### config.mk
export PLATFORM = sky130hd
export DESIGN_NAME = instruction_fetch_unit
export DESIGN_NICKNAME = d
export VERILOG_FILES = /design/src/rtl/instruction_fetch_unit.sv
export SDC_FILE = /design/constraint.sdc
export NUM_CORES = 1
export LEC_CHECK = 0
export BUFFER_PORTS_ARGS = -buffer_cell sky130_fd_sc_hd__buf_2
export CAP_MARGIN = 20
export CORE_MARGIN = 2
export CORE_UTILIZATION = 44
export DETAILED_ROUTE_END_ITERATION = 10
export PLACE_DENSITY = 0.71
export SETUP_SLACK_MARGIN = 0.3
export SYNTH_ARGS = -nofsm -noshare
export SYNTH_HDL_FRONTEND = slang
export SYNTH_SLANG_ARGS = --single-unit
### constraint.sdc
create_clock -name clk -period 2.2 [get_ports clk]
set_clock_uncertainty 0.15 [all_clocks]
set_input_delay 0.22 -clock clk [delete_from_list [all_inputs] [get_ports clk]]
set_output_delay 0.22 -clock clk [all_outputs]
set_load 0.02 [all_outputs]
### src/rtl/instruction_fetch_unit.sv
// Fetch stage: owns the program counter, addresses the combinational ROM and registers
// the returned word into the instruction register. It also handles redirects and stalls.
module instruction_fetch_unit #(
  parameter int                     ADDR_WIDTH   = 16,
  parameter int                     INSTR_WIDTH  = 28,
  parameter logic [ADDR_WIDTH-1:0]  RESET_VECTOR = '0,
  parameter logic [INSTR_WIDTH-1:0] BUBBLE_INSTR = '0
) (
  input  logic                   clk,
  input  logic                   rst,
  output logic [ADDR_WIDTH-1:0]  address,
  input  logic [INSTR_WIDTH-1:0] rom_instruction,
  input  logic                   stall,
  input  logic                   branch_taken,
  input  logic [ADDR_WIDTH-1:0]  branch_target,
  output logic [INSTR_WIDTH-1:0] instruction,
  output logic [ADDR_WIDTH-1:0]  pc,
  output logic                   instruction_valid
);

  typedef enum logic [1:0] {
    BOOT  = 2'd0,
    RUN   = 2'd1,
    STALL = 2'd2
  } state_t;

  state_t                  state;
  logic [ADDR_WIDTH-1:0]   pc_q;
  logic [INSTR_WIDTH-1:0]  ir_q;
  logic [ADDR_WIDTH-1:0]   ir_pc_q;
  logic                    valid_q;

  // NOTE: every register below is written with <= so all of them update together
  // from the values present before the edge; = here would create order-dependent races.
  always_ff @(posedge clk or posedge rst) begin
    if (rst) begin
      state   <= BOOT;
      pc_q    <= RESET_VECTOR;
      ir_q    <= BUBBLE_INSTR;
      ir_pc_q <= RESET_VECTOR;
      valid_q <= 1'b0;
    end else begin
      case (state)
        BOOT: begin
          state <= RUN;
        end
        RUN, STALL: begin
          if (branch_taken) begin
            // A redirect comes from a later stage, so it overrides a stall and
            // turns the word fetched this cycle into a bubble.
            state   <= RUN;
            pc_q    <= branch_target;
            ir_q    <= BUBBLE_INSTR;
            ir_pc_q <= pc_q;
            valid_q <= 1'b0;
          end else if (stall) begin
            state <= STALL;
          end else begin
            state   <= RUN;
            pc_q    <= pc_q + ADDR_WIDTH'(1);
            ir_q    <= rom_instruction;
            ir_pc_q <= pc_q;
            valid_q <= 1'b1;
          end
        end
        default: begin
          state <= BOOT;
        end
      endcase
    end
  end

  // The ROM address comes straight from the PC register, never from the redirect inputs.
  assign address           = pc_q;
  assign instruction       = ir_q;
  assign pc                = ir_pc_q;
  assign instruction_valid = valid_q;

endmodule
==> flow_summary.yaml, run 1 <==
timing:
  max-slew-margin-rel_pct: 59.9
  finalSetupTns_ns: 0
  setup_viol: 0
  slew_violations: 0
  min_period_ns: 1.78
  tightest_slew_ns: 0.601
  rsz0062_at_grt: "yes"
  timing.fmax_ghz: 0.563
  fin_crit_sh_pct: 80.8
  hold_viol: 0
floorplan:
  die_h_um: 85.5
  core_sq_um: 6390
  num_rows: 29
  die_w_um: 85.5
  start_util_pct: 45.7
  die_area_sq_um: 7310
  boundaryPins: 109
synth:
  synth_area_leaders: "dfrtp_1 (54%), nand2_1 (14%), o21ai_0 (6.9%)"
  yosysWarningCount: 0
  ys_types: 42
  postSynthAreaPerCell_sq_um: 8.93
  synthSimpleGateAreaFrac_pct: 24.3
  synth_xor_area_share_pct: 0
  synth_area_sq_um: 2920
  syn_inst: 327
  synth_fa_ha_area_share_pct: 1.29
  synth_top_area_share_pct: 54.0
  ys.flop_type: "dfrtp_1"
  synthArstFlopShare_pct: 100
  muxShareOfSynthArea_pct: 2.49
  synth-compound-area-share_pct: 13.2
  synth_top_family_by_area: "simple AND/OR/NAND/NOR gates"
  ys_ff_latch: 63
  yosysTopAreaCell: "dfrtp_1"
  synth_edf_count: 0
  syn-num-nets: 378
  synth-seq-area-share_pct: 54.0
route:
  vias_per_cell: 5.16
  ant_nets: 0
  drt_iter0_drc: 108
  post_drt_wl_per_cell_um: 14.3
  dr.pass1.iters: 4
  vias: 2793
  routed_wl_um: 7760
  drc_errors: 0
place:
  dpl_cell_area_sq_um: 3520
  port_buffers: 108
  hpwl_um: 5240
  gp_congestion: 0.807
global_route:
  grt_pass1_vias: 2778
  antenna_found_initial: 0
  grt_first_pass_wirelength_um: 13000
  overflow: 0
  gr-usage-all-layers_pct: 22.5
  grt_max_degree: 38
clock_network:
  clk_latency_ns: 0.34
  clock_sinks: 63
  clkTransAtPathRegs_ns: 0.08
  htreeDepth: 3
  cts_max_path_buffers: 2
  tritoncts: "done"
  cts_made_buffers: 9
  root_buffer: "clkbuf_8"
worst_setup_path:
  start_kind: "flip-flop"
  crit_path_end_kind: "flip-flop"
  worstPathMaxFanout: 9
  crit_type: "flip-flop to flip-flop"
  required_ns: 2.32
  arrival_ns: 1.89
power:
  p_total_uw: 6110
  power.leakage_uw: 0.00203
  powerDensity_nw_per_um2: 1530
  ir_drop_mv: 0.873
job:
  drv_cap: 0
final_layout:
  diodes: 0
  drive_above_1_share_pct: 31.0
  areaGrowthSynthToFinish_pct: 37.2
  n_fill_cell: 546
  final_cell_mix: "nand2_1 (108), buf_2 (108), dfrtp_1 (62), o21ai_0 (40), dlygate4sd3_1 (27)"
  nets: 510
  stdcell_area_sq_um: 4010
outcome:
  status: "finished clean"
worst_hold_path:
  hold_path.class: "input pin to flip-flop"
-- cell type report --
type / count / area, sq um / area share (%)
clock inverters: 6 / 60.1 / 1.50
flip-flops and latches: 63 / 1580 / 39.4
clock buffers: 10 / 138 / 3.43
repair buffers: 145 / 898 / 22.4
well taps: 77 / 96.3 / 2.40
inverters: 6 / 26.3 / 0.656
multi-input cells: 234 / 1210 / 30.2
-- per-layer routing --
metal | part of all wire (%) | global-route usage, %
met4 | 1.5 | 8.23
met5 | 0 | 0
met2 | 49 | 38.4
met3 | 7.0 | 6.23
met1 | 42 | 27.3
-- final timing paths --
check,from,endpoint,slack (ns),depth (start not counted)
worst max-delay path,address[5],address[15],0.42,4
worst min-delay path,branch_target[4],address[4],0.007,3
worst max register to register,address[5],address[15],0.42,4
worst min register to register,pc[7],pc[7],0.32,2
max in group asynchronous,rst,address[4],0.98,4
min in group asynchronous,rst,instruction[20],0.35,3
-- cells in the mapped netlist (2+ instances only) --
master and instances:
and3_1 5, dfrtp_1 63, o21ai_0 40, mux2_2 2, buf_2 5, a32oi_1 3
mux2i_1 5, nor4_1 3, clkbuf_2 2, buf_1 3, nor2b_1 3, nor3b_1 3
ha_1 3, inv_1 6, nor2_1 9, nand2_1 108, nand3b_1 2, o22ai_1 4
a311oi_1 2, o22a_1 3, a21oi_1 8, nand3_1 11, nand4_1 4, buf_4 3
clkbuf_1 10
-- through the flow --
stage               instances  hold slack [ns]  setup slack (ns)  utilization (%)
finish                    541          0.00729             0.423             62.8
global route              541           0.0197             0.275             62.8
CTS                       540          0.00239             0.378             62.5
detailed placement        497            0.177             0.389             55.2
global placement          497            0.176             0.422             55.2
floorplan                 327            0.195             0.403                -
-- logic make-up after synthesis --
logic type,Yosys count
AOI/OAI and AO/OA,66
adders and majority gates,3
buffers and inverters,30
DFF,63
muxes,7
and+or+nand+nor,158
-- critical path: stages (launching register included) --
cell and delay (ns):
dfrtp_1 0.51, nand4_1 0.23, nor4_1 0.35, mux2_2 0.37
nor2_1 0.10
-- power breakdown --
part           switching [uW]  leakage, uW  internal [uW]
Sequential                492     0.000783           1740
Clock                     455    0.0000981            548
Combinational            1870      0.00114           1010
Total                    2810      0.00203           3300
-- flip-flops by register name, summed over array words and instances (netlist names) --
signal and cells:
state 2, pc 16, instruction_valid 1, address 16, instruction 28
-- repair_timing --
| item | CTS | global route |
|---|---|---|
| setup buffers | 0 | 1 |
| hold endpoints to repair | 52 | 0 |
| endpoints found under the setup margin | 0 | 7 |
| hold buffers | 27 | 0 |
| gates resized for setup | 0 | 4 |
No activity file was read; power rests on OpenSTA's default activity.
==> run 2, diff against run 1 <==
clock period = 1.8 ns   (was 2.2 ns; I/O delays follow)
==> run 2 against run 1 <==
  * The flow now finishes with violations (negative hold slack)
  * Non-clock buffer count rose by 60
  * Setup slack worse by 0.35 ns
  * Count of clock-buffer cells in the layout rose by 1
  * Clock power rose by 25%
  * Critical path type unchanged
  * Global-route usage rose by 2.1 points
  * Sequential power up 21%
  * First-iteration DRC count rose to 3.2 times the previous value
  * Hold slack got worse by 0.027 ns
  * Register-to-register slack worse by 0.35 ns
  * Critical path depth is 1 higher
  * Wire length rose by 42%
  * Fmax increased by 2.9%
==> flow_summary.yaml, run 2 (synthesis gave the netlist of run 1 again) <==
outcome:
  status: "finished with violations"
  violations: "negative hold slack"
timing:
  hold_viol: 1
  setup_viol: 0
  timing.fmax_ghz: 0.579
  fin_crit_sh_pct: 96.0
  hold_slack_ns: -0.0193
  min_period_ns: 1.73
  slew_violations: 0
  rsz0062_at_grt: "yes"
  worst_slack_ns: 0.0726
  tightest_slew_ns: 0.506
  finalSetupTns_ns: 0
  max-slew-margin-rel_pct: 66.2
worst_setup_path:
  start_kind: "flip-flop"
  reg2reg_to: "address[15]"
  crit_end: "address[15]"
  regToRegSetupSlack_ns: 0.07
  worstPathMaxFanout: 4
  arrival_ns: 1.85
  crit_path_end_kind: "flip-flop"
  reg2reg_from: "address[5]"
  crit_type: "flip-flop to flip-flop"
  required_ns: 1.93
  startpoint: "address[5]"
  r2r_cells: 5
global_route:
  grt_max_degree: 40
  grt_pass1_vias: 2962
  gr-usage-all-layers_pct: 24.7
  grt_first_pass_wirelength_um: 14200
  antenna_found_initial: 0
  overflow: 0
floorplan:
  core_sq_um: 6390
  boundaryPins: 109
  die_w_um: 85.5
  die_h_um: 85.5
  die_area_sq_um: 7310
  num_rows: 29
  start_util_pct: 45.7
final_layout:
  nets: 571
  largest_register_ff_count: 28
  final_common_cell: "buf_2"
  drive_above_1_share_pct: 46.1
  final_cell_mix: "buf_2 (108), nand2_1 (94), dfrtp_1 (55), dlygate4sd3_1 (38), buf_4 (33)"
  stdcell_area_sq_um: 4980
  areaGrowthSynthToFinish_pct: 70.7
  diodes: 0
  finalNonFillerCells: 602
  n_fill_cell: 378
clock_network:
  cts_made_buffers: 9
  clkTransAtPathRegs_ns: 0.07
  clk_latency_ns: 0.35
  htreeDepth: 3
  tritoncts: "done"
  root_buffer: "clkbuf_8"
  cts_max_path_buffers: 2
  clock_sinks: 63
place:
  pre_cts_slack_ns: 0.136
  dp.cells: 504
  hpwl_um: 5490
  gp_congestion: 0.954
  port_buffers: 108
  dpl_cell_area_sq_um: 3610
job:
  drv_cap: 0
power:
  swShare_pct: 45.0
  sequentialPowerShare_pct: 27.8
  p_comb_share_pct: 59.4
  ir_drop_mv: 1.48
  powerDensity_nw_per_um2: 1960
  power.leakage_uw: 0.00247
  p_sw_uw: 4390
  p_clk_share_pct: 12.8
  p_int_uw: 5370
route:
  drt_iter0_drc: 350
  post_drt_wl_per_cell_um: 18.2
  ant_nets: 0
  vias_per_cell: 5.61
  dr.pass1.iters: 5
  drc_errors: 0
  routed_wl_um: 11000
  vias: 3375
worst_hold_path:
  hold_path.class: "input pin to flip-flop"
[run 2: changes by cell type in the layout (fill, tap and decap cells not counted), moves of 11 or more]
cell           delta
buf_4            +24
nand2_1          -14
buf_6            +13
o21ai_0          -12
dlygate4sd3_1    +11
nand2_2          +11
[run 2: repair_timing]
item	in CTS	in global routing
gates cloned	0	11
hold buffers	38	0
pin swaps	8	30
endpoints found under the hold margin	56	0
endpoints found under the setup margin	47	53
setup buffers	18	15
gates resized for setup	17	76
[run 2: worst max-delay path, stage by stage (launching register included)]
cell,delay [ns]
dfrtp_2,0.42
nand4_1,0.15
buf_4,0.19
nor4_4,0.30
mux2_4,0.34
nor2_2,0.11
[run 2: per-stage QoR]
stage | power [uW] | util [%]
after floorplan | 5150 | -
after global placement | 6270 | 56.6
after detailed placement | 6370 | 56.6
after CTS | 7990 | 69.0
after global routing | 10200 | 78.1
final | 9760 | 78.1
[run 2: worst min-delay path by stage]
stage | from | to | slack [ns] | depth (start not counted)
floorplan | rst | address[10] | 0.15 | 1
global placement | rst | state[1] | 0.09 | 2
detailed placement | rst | state[0] | 0.09 | 2
CTS | branch_target[2] | address[2] | 0.002 | 3
global route | branch_target[2] | address[2] | 0.007 | 3
finish | branch_target[1] | address[1] | -0.02 | 3
[run 2: routing by layer]
layer	track usage [%]	up-vias	wire, um
met4	7.22	0	374
met5	0	-	0
li1	-	1501	-
met3	5.25	47	1040
met2	39.4	244	5260
met1	34.0	1583	4310
[run 2: power by group through the flow]
stage	Sequential [uW]	Combinational, uW	Clock [uW]
3_5_place_dp	2690	3680	0
5_1_grt	2770	6150	1330
4_1_cts	2630	4110	1250
6_report	2710	5800	1250
3_3_place_gp	2650	3610	0
2_1_floorplan	3500	1650	0
[run 2: final cells by class]
cell class,count,area [sq um],share of cell area [%]
Timing Repair Buffer,205,1600,32.1
Sequential cell,63,1590,31.8
Multi-Input combinational cell,235,1480,29.6
Clock buffer,11,141,2.84
Tap cell,77,96.3,1.93
Clock inverter,5,57.6,1.15
Inverter,6,26.3,0.527
==> run 3, diff against run 2 <==
--- a/config.mk
+++ b/config.mk
@@ -12,4 +12,5 @@
 export DETAILED_ROUTE_END_ITERATION = 10
-export PLACE_DENSITY = 0.71
+export PLACE_DENSITY = 0.73
 export SETUP_SLACK_MARGIN = 0.3
+export SLEW_MARGIN = 20
 export SYNTH_ARGS = -nofsm -noshare
==> constraint.sdc (replaced) <==
create_clock -name clk -period 1.4 [get_ports clk]
set_clock_uncertainty 0.15 [all_clocks]
set_input_delay 0 -clock clk [delete_from_list [all_inputs] [get_ports clk]]
set_output_delay 0 -clock clk [all_outputs]
set_load 0.02 [all_outputs]
==> run 3 against run 2 <==
  * The flow finishes with violations (negative setup slack)
  * Sequential power increased by 36%
  * Register-to-register slack got worse by 0.33 ns
  * Via count increased by 5.0%
  * Critical path depth increased by 1
  * Cell area increased by 13%
  * Non-clock buffer count increased by 29
==> flow_summary.yaml, run 3 (synthesis gave the netlist of run 1 again) <==
worst_setup_path:
  start_kind: "flip-flop"
  reg2reg_to: "address[11]"
  worstPathMaxFanout: 8
  r2r_cells: 6
  reg2reg_from: "state[0]"
  crit_path_end_kind: "flip-flop"
  arrival_ns: 1.71
  startpoint: "state[0]"
  regToRegSetupSlack_ns: -0.26
  crit_type: "flip-flop to flip-flop"
  required_ns: 1.46
final_layout:
  largest_register_ff_count: 28
  finalNonFillerCells: 630
  final_common_cell: "buf_2"
  nets: 599
  diodes: 0
  final_cell_mix: "buf_2 (92), nand2_1 (58), dfrtp_1 (54), buf_6 (49), dlygate4sd3_1 (47)"
  fin_util_pct: 88.4
  areaGrowthSynthToFinish_pct: 93.3
  drive_above_1_share_pct: 56.2
global_route:
  grt_first_pass_wirelength_um: 15300
  grt_max_degree: 36
  overflow: 0
  grt_pass1_vias: 3198
  antenna_found_initial: 0
  gr-usage-all-layers_pct: 26.5
route:
  routed_wl_um: 11900
  drc_errors: 0
  drt_iter0_drc: 214
  vias: 3545
  ant_nets: 0
  vias_per_cell: 5.63
  post_drt_wl_per_cell_um: 18.9
  dr.pass1.iters: 5
floorplan:
  start_util_pct: 45.7
  die_h_um: 85.5
  die_w_um: 85.5
  die_area_sq_um: 7310
  num_rows: 29
  boundaryPins: 109
  core_sq_um: 6390
clock_network:
  tritoncts: "done"
  cts_max_path_buffers: 2
  clkTransAtPathRegs_ns: 0.08
  htreeDepth: 3
  root_buffer: "clkbuf_8"
  clk_latency_ns: 0.35
  cts_made_buffers: 9
  clock_sinks: 63
timing:
  worst_slack_ns: -0.255
  slew_violations: 0
  hold_viol: 0
  timing.fmax_ghz: 0.604
  max-slew-margin-rel_pct: 68.2
  min_period_ns: 1.66
  rsz0062_at_grt: "yes"
  finalSetupTns_ns: -10.46
  fin_crit_sh_pct: 118
  tightest_slew_ns: 0.477
  setup_viol: 64
place:
  port_buffers: 108
  hpwl_um: 5540
  dp.cells: 536
  gp_congestion: 0.839
power:
  swShare_pct: 44.9
  p_int_uw: 7980
  p_sw_uw: 6500
  p_comb_share_pct: 64.2
  powerDensity_nw_per_um2: 2560
  sequentialPowerShare_pct: 25.4
  power.leakage_uw: 0.00281
  p_clk_share_pct: 10.4
  ir_drop_mv: 1.83
worst_hold_path:
  hold_path.class: "input pin to flip-flop"
  hold-path-endpoint: "address[14]"
  min_from: "stall"
  whs_path_depth: 5
outcome:
  violations: "negative setup slack"
  status: "finished with violations"
job:
  drv_cap: 0
==> run 3: how the worst max path moves through the flow <==
stage / slack [ns] / depth (start not counted) / to
after CTS: -0.17 / 4 / address[15]
after detailed placement: -0.26 / 5 / address[12]
after global placement: -0.21 / 5 / address[12]
final: -0.26 / 6 / address[11]
after global routing: -0.31 / 6 / address[11]
after floorplan: -0.28 / 6 / address[12]
==> run 3: layout make-up <==
type                       count  area, sq um
timing repair buffer         234         2040
inverter                       6         26.3
tap                           77         96.3
clock inverter                 5         32.5
clock buffer                  11          151
sequential                    63         1590
multi-input combinational    234         1720
fill                         271          741
==> run 3: critical path, stage by stage, from the launching register on <==
cell and delay [ns]:
dfrtp_1 0.39, inv_2 0.06, ha_4 0.33, nand2_8 0.09, buf_12 0.17, nor2_1 0.20
a311oi_1 0.12
==> run 3: power groups by stage <==
stage	Sequential (uW)	Combinational, uW	Clock [uW]
after floorplan	4510	2590	0
after global placement	3300	5710	0
after detailed placement	3310	5840	0
after CTS	3340	6880	1470
after global routing	3750	9780	1590
final	3680	9300	1500
==> run 3: what timing repair did <==
action                     4_1_cts  5_1_grt
hold endpoints to repair       107        0
setup endpoints to repair       79       79
cloned                           0        8
hold buffers                    47        0
resized for setup               74      119
pin swaps                       16       68
setup buffers                   11       12
==> run 3: through the flow <==
step | setup WS, ns | instance area (sq um) | total power [uW] | hold slack [ns]
2_1_floorplan | -0.277 | 3110 | 7100 | -0.0253
3_3_place_gp | -0.211 | 3930 | 9010 | -0.0324
4_1_cts | -0.166 | 4940 | 11700 | 0.00352
3_5_place_dp | -0.263 | 3930 | 9150 | -0.0293
6_report | -0.255 | 5650 | 14500 | 0.0414
5_1_grt | -0.314 | 5650 | 15100 | 0.0176
==> run 3: layer usage <==
layer / global-route usage [%] / part of all wire, % / routed length, um / vias up
met5: 0 / 0 / 0 / -
met3: 4.47 / 6.7 / 794 / 40
li1: - / - / - / 1562
met1: 33.9 / 38 / 4520 / 1731
met4: 9.81 / 3.0 / 357 / 0
met2: 45.0 / 52 / 6250 / 212
